`src/rtl/calc_key_sequencer.sv`:
```
`default_nettype none
// ============================================================================
//  Module   : calc_key_sequencer
//  Purpose  : Keypad entry sequencer for the calculator. Builds two BCD
//             operands and an operator, ships them as a byte frame and
//             collects the 16-bit reply from the remote side.
//  Revision : 1.0  initial release
// ============================================================================
module calc_key_sequencer #(
  parameter int DIGITS  = 4,
  parameter int TIMEOUT = 1000
) (
  input  logic        clk,
  input  logic        reset,
  input  logic [3:0]  keyCode,
  input  logic        keyValid,
  output logic [3:0]  num,
  output logic        numPressed,
  output logic        clear,
  output logic        submit,
  output logic [7:0]  txData,
  output logic        txValid,
  input  logic        txReady,
  input  logic [7:0]  rxData,
  input  logic        rxValid,
  output logic [15:0] result,
  output logic        resultValid,
  output logic        busy,
  output logic        error
);

  localparam int c_OPW = 4 * DIGITS;
  localparam int c_CW  = $clog2(DIGITS + 1);
  localparam int c_IW  = $clog2(DIGITS + 2);
  localparam int c_TW  = $clog2(TIMEOUT + 1);
  localparam logic [c_CW-1:0] c_CNT_MAX  = c_CW'(DIGITS);
  localparam logic [c_IW-1:0] c_IDX_LAST = c_IW'(DIGITS);
  localparam logic [c_TW-1:0] c_TMO      = c_TW'(TIMEOUT);

  typedef enum logic [2:0] {
    S_OP1  = 3'd0,
    S_OP2  = 3'd1,
    S_SEND = 3'd2,
    S_WAIT = 3'd3,
    S_ERR  = 3'd4
  } state_t;

  state_t            r_state;
  logic [c_OPW-1:0]  r_op1;
  logic [c_OPW-1:0]  r_op2;
  logic [c_CW-1:0]   r_cnt1;
  logic [c_CW-1:0]   r_cnt2;
  logic [3:0]        r_opcode;
  logic [c_IW-1:0]   r_idx;
  logic [c_TW-1:0]   r_timer;
  logic              r_rxHalf;
  logic [7:0]        r_rxHi;

  logic              w_isDigit;
  logic              w_isOp;
  logic              w_isEq;
  logic              w_isClr;
  logic [c_IW-1:0]   w_selIdx;
  logic [7:0]        w_opAscii;
  logic [7:0]        w_nextByte;

  assign w_isDigit = keyValid && (keyCode <= 4'd9);
  assign w_isOp    = keyValid && (keyCode >= 4'd10) && (keyCode <= 4'd13);
  assign w_isEq    = keyValid && (keyCode == 4'd14);
  assign w_isClr   = keyValid && (keyCode == 4'd15);

  // Byte to present next: index 0 when launching a frame, idx+1 on each acceptance.
  assign w_selIdx = (r_state == S_SEND) ? (r_idx + c_IW'(1)) : '0;

  always_comb begin
    w_opAscii = 8'h2B;
    case (r_opcode)
      4'd11:   w_opAscii = 8'h2D;
      4'd12:   w_opAscii = 8'h2A;
      4'd13:   w_opAscii = 8'h2F;
      default: w_opAscii = 8'h2B;
    endcase
  end

  always_comb begin
    w_nextByte = w_opAscii;
    for (int i = 0; i < DIGITS / 2; i++) begin
      if (w_selIdx == c_IW'(i))
        w_nextByte = r_op1[c_OPW-1-8*i -: 8];
      if (w_selIdx == c_IW'(i + DIGITS / 2 + 1))
        w_nextByte = r_op2[c_OPW-1-8*i -: 8];
    end
  end

  always_ff @(posedge clk) begin
    if (reset) begin
      r_state     <= S_OP1;
      r_op1       <= '0;
      r_op2       <= '0;
      r_cnt1      <= '0;
      r_cnt2      <= '0;
      r_opcode    <= '0;
      r_idx       <= '0;
      r_timer     <= '0;
      r_rxHalf    <= 1'b0;
      r_rxHi      <= '0;
      num         <= '0;
      numPressed  <= 1'b0;
      clear       <= 1'b0;
      submit      <= 1'b0;
      txData      <= '0;
      txValid     <= 1'b0;
      result      <= '0;
      resultValid <= 1'b0;
      busy        <= 1'b0;
      error       <= 1'b0;
    end else begin
      numPressed  <= 1'b0;
      clear       <= 1'b0;
      submit      <= 1'b0;
      resultValid <= 1'b0;
      case (r_state)
        S_OP1: begin
          if (w_isClr) begin
            r_op1  <= '0;
            r_op2  <= '0;
            r_cnt1 <= '0;
            r_cnt2 <= '0;
            error  <= 1'b0;
            clear  <= 1'b1;
          end else if (w_isDigit) begin
            if (r_cnt1 < c_CNT_MAX) begin
              r_op1      <= {r_op1[c_OPW-5:0], keyCode};
              r_cnt1     <= r_cnt1 + c_CW'(1);
              num        <= keyCode;
              numPressed <= 1'b1;
            end
          end else if (w_isOp && (r_cnt1 != '0)) begin
            r_opcode <= keyCode;
            clear    <= 1'b1;
            r_state  <= S_OP2;
          end
        end
        S_OP2: begin
          if (w_isClr) begin
            r_op1    <= '0;
            r_op2    <= '0;
            r_cnt1   <= '0;
            r_cnt2   <= '0;
            r_opcode <= '0;
            clear    <= 1'b1;
            r_state  <= S_OP1;
          end else if (w_isDigit) begin
            if (r_cnt2 < c_CNT_MAX) begin
              r_op2      <= {r_op2[c_OPW-5:0], keyCode};
              r_cnt2     <= r_cnt2 + c_CW'(1);
              num        <= keyCode;
              numPressed <= 1'b1;
            end
          end else if (w_isEq && (r_cnt2 != '0)) begin
            submit  <= 1'b1;
            r_idx   <= '0;
            txData  <= w_nextByte;
            txValid <= 1'b1;
            busy    <= 1'b1;
            r_state <= S_SEND;
          end
        end
        S_SEND: begin
          if (txReady) begin
            if (r_idx == c_IDX_LAST) begin
              txValid  <= 1'b0;
              r_timer  <= c_TMO;
              r_rxHalf <= 1'b0;
              r_state  <= S_WAIT;
            end else begin
              r_idx  <= r_idx + c_IW'(1);
              txData <= w_nextByte;
            end
          end
        end
        S_WAIT: begin
          // An abort key takes priority over a byte arriving in the same cycle.
          if (w_isClr) begin
            r_op1   <= '0;
            r_op2   <= '0;
            r_cnt1  <= '0;
            r_cnt2  <= '0;
            clear   <= 1'b1;
            busy    <= 1'b0;
            r_state <= S_OP1;
          end else if (rxValid) begin
            if (!r_rxHalf) begin
              r_rxHi   <= rxData;
              r_rxHalf <= 1'b1;
            end else begin
              result      <= {r_rxHi, rxData};
              resultValid <= 1'b1;
              r_op1       <= '0;
              r_op2       <= '0;
              r_cnt1      <= '0;
              r_cnt2      <= '0;
              busy        <= 1'b0;
              r_state     <= S_OP1;
            end
          end else if (r_timer == '0) begin
            error   <= 1'b1;
            busy    <= 1'b0;
            r_state <= S_ERR;
          end else begin
            r_timer <= r_timer - c_TW'(1);
          end
        end
        S_ERR: begin
          if (w_isClr) begin
            r_op1   <= '0;
            r_op2   <= '0;
            r_cnt1  <= '0;
            r_cnt2  <= '0;
            error   <= 1'b0;
            clear   <= 1'b1;
            r_state <= S_OP1;
          end
        end
        default: r_state <= S_OP1;
      endcase
    end
  end

endmodule
`default_nettype wire

```
`config.mk`:
```
export PLATFORM = sky130hd
export DESIGN_NAME = calc_key_sequencer
export DESIGN_NICKNAME = d
export VERILOG_FILES = /design/src/rtl/calc_key_sequencer.sv
export SDC_FILE = /design/constraint.sdc
export NUM_CORES = 1
export LEC_CHECK = 0
export BUFFER_PORTS_ARGS = -buffer_cell sky130_fd_sc_hd__buf_2
export CORE_MARGIN = 1.5
export CORE_UTILIZATION = 45
export CTS_CLUSTER_DIAMETER = 40
export DETAILED_ROUTE_END_ITERATION = 12
export GPL_ROUTABILITY_DRIVEN = 0
export SKIP_LAST_GASP = 1
export SYNTH_ARGS = -nofsm -noshare
export SYNTH_HDL_FRONTEND = slang
export SYNTH_SLANG_ARGS = --single-unit
```
`constraint.sdc`:
```
create_clock -name clk -period 2.35 [get_ports clk]
set_input_delay 0.47 -clock clk [delete_from_list [all_inputs] [get_ports clk]]
set_output_delay 0.47 -clock clk [all_outputs]
set_load 0.01 [all_outputs]
```
==> qor.csv <==
metric,value,unit
status,finished clean,
final hold slack,0.3447,ns
CP Class,reg -> reg,
Tmin final,2.123,ns
CTS tree,yes,
FF-to-FF setup slack,0.23,ns
Final Hold Viols,0,
"Top FF cell, synth",dfxtp_1,
WP buf/inv,1,
full die area,11330,um2
Sinks on Clock Net,102,
synth warn,0,
Worst Skew,0.01058,ns
VDD IR max,0.4444,mV
clock buffer depth,2,
Synth Instances,526,
Boundary Pins,52,
drt initial violations,211,
post-synthesis sequential area ratio,42.42,%
share of layout cells above drive strength 1,20.91,%
final wirelength,11.75,mm
Core Region,10370,um2
Startpoint Class,flip-flop,
max-slew violation count,0,
"critical path fanouts, max",4,
hold_buf cts,0,
setup violators final,0,
Async SR Flop Fraction,0,%
Worst-path clk slew,0.10,ns
worst hold path class,in -> reg,
DRC,0,
insertion delay to the later sink of the worst-skew pair,0.37,ns
Yosys top cell area share,42.42,%
Final ANT Viol Nets,0,
worst r2r path cells,7,
Mapped Area,4813,um2
largest delay contributor family on the critical path,simple AND/OR/NAND/NOR gates,
DR pass1 iterations,5,
DP Cell Count,713,
Crit-path slowest cell,or4_1,
Tcrit/Tclk final,90.33,%
Area Growth Syn to Fin,15.31,%
Max Cap Violations,0,
antenna diode count,0,
Avg Inst Size Synth,9.151,um2
Initial Util,46.42,%
hold endpoint,result[3],
CTS Buf Count,9,
nets,613,
setup tns final,0,ns
gr usage total,21.50,%
depth of the CTS H-tree,3,
Design Power,4.962,mW
"Core Util, Final",53.52,%
GRT overflow,0,
Area contributors post-synth,"dfxtp_1 (42%), mux2i_1 (12%), nor2_1 (5.4%)",
CP max stage delay,0.50,ns
Clock Tree Root,clkbuf_8,
"EDFF count, synth",0,
CP required,2.60,ns
initial antenna violation count,0,
vias,4022,
Slew HR,65.12,%
reg-to-reg startpoint,r_cnt1[0],
Worst Hold Depth,3,
post-route non-filler standard cell count,729,
leakage,2.072,nW
Die X,106.4,um
Worst EP arrival,2.38,ns
routed len/inst,16.11,um
RSZ-0062 raised after global routing,no,
critical-path cell list,inv_1 > ha_1 > nor2b_1 > or4_1 > a211oi_2 > mux2i_1 > nor2_1,
via/cell ratio,5.517,
PD cells,894.0,nW/um2
first-pass GRT wire length,19.02,mm
hold_sp,rxData[3],
count of input and output buffers,51,
crit path capture type,flip-flop,
vias in the first global route,3743,
Yosys reg bits,102,
largest net degree at the start of global routing,46,
"area leader, netlist",dfxtp_1,
Fillers,981,
post-synth cell types,66,
Worst R2R End,r_opcode[2],
die span in y,106.4,um
actual slew at the worst max-slew pin,0.5233,ns
Detail Placement HPWL,8.477,mm
# rows,37,
post-synthesis net count,551,
Fmax,471.1,MHz
how the worst max path moves through the flow:
stage                     from          end  slack, ns  depth (start not counted)
finish               r_cnt1[0]  r_opcode[2]       0.23                          7
global route        r_state[2]    txData[4]       0.06                          6
CTS                 r_state[0]    r_cnt2[1]       0.13                          6
detailed placement    keyValid   r_state[0]       0.12                          6
global placement      keyValid   r_state[0]       0.16                          6
floorplan           keyCode[2]    r_cnt2[1]       0.31                          7
tightest hold or removal path, stage by stage:
cell and delay (ns):
buf_2 0.09, mux2i_1 0.06, nor2_1 0.07
Yosys cell counts, types with 6 or more instances:
| master | count |
|---|---|
| nor3_1 | 18 |
| clkbuf_1 | 12 |
| buf_2 | 8 |
| a31oi_1 | 9 |
| a21oi_1 | 21 |
| nor2b_1 | 7 |
| ha_1 | 8 |
| nand2_1 | 45 |
| nand2b_1 | 8 |
| buf_6 | 6 |
| dfxtp_1 | 102 |
| mux2_2 | 6 |
| o21ai_0 | 19 |
| mux2i_1 | 59 |
| nand3_1 | 12 |
| nor2_1 | 69 |
| inv_1 | 14 |
| or3_1 | 9 |
cell type report:
type                            count  area [um2]  share of cell area, %
Clock inverter                      6       71.32                  1.285
Inverter                           15       56.30                  1.014
Multi-Input combinational cell    378        2556                  46.06
Timing Repair Buffer               82       525.5                  9.468
Clock buffer                       10       127.6                  2.299
Tap cell                          136       170.2                  3.066
Sequential cell                   102        2043                  36.81
flip-flops by register name, indices dropped and copies added (netlist names), 3 cells and up:
name      count
r_idx         3
r_state       3
r_cnt1        3
r_timer      10
r_op2        16
txData        8
r_cnt2        3
r_opcode      4
r_rxHi        8
num           4
result       16
r_op1        16
logic make-up (layout without fill, tap and decap cells):
kind of cell | after synthesis | after routing | share of synthesized area (%)
simple gates | 202 | 202 | 20.90
flops | 102 | 102 | 42.42
compound gates | 97 | 97 | 14.71
mux | 65 | 65 | 13.67
buf+inv | 46 | 113 | 5.121
fa+ha+maj | 8 | 8 | 2.080
xor+xnor | 6 | 6 | 1.092
cells in the final DEF, fill, tap and decap left out, drive strengths merged, types with 10 or more instances in the layout:
| master | synthesis | layout |
|---|---|---|
| o21ai | 19 | 19 |
| nor3 | 18 | 18 |
| nand3 | 12 | 12 |
| dfxtp | 102 | 102 |
| buf | 19 | 82 |
| a21oi | 21 | 21 |
| mux2i | 59 | 59 |
| nor2 | 70 | 70 |
| inv | 14 | 15 |
| clkbuf | 12 | 10 |
| nand2 | 46 | 46 |
routing by layer:
layer  wire (um)  track usage (%)
met1        6076            31.78
met2        5102            31.47
met3         360            2.943
met4         206            8.476
met5           0                0
what timing repair did:
action / in CTS / in global routing
setup endpoints to repair: 0 / 23
setup buffers: 0 / 0
resized for setup: 0 / 4
power by group:
group | switching, mW | leakage [nW] | total, mW | internal, mW
Combinational | 0.981 | 1.15 | 1.74 | 0.759
Clock | 0.625 | 0.0931 | 1.13 | 0.501
Sequential | 0.179 | 0.825 | 2.10 | 1.92
through the flow:
step / setup WS, ns / cell area (um2)
detailed placement: 0.1173 / 5334
finish: 0.2272 / 5550
global placement: 0.1562 / 5334
floorplan: 0.3114 / 4813
global route: 0.05958 / 5550
CTS: 0.1280 / 5533
No activity file was read; power rests on OpenSTA's default activity.
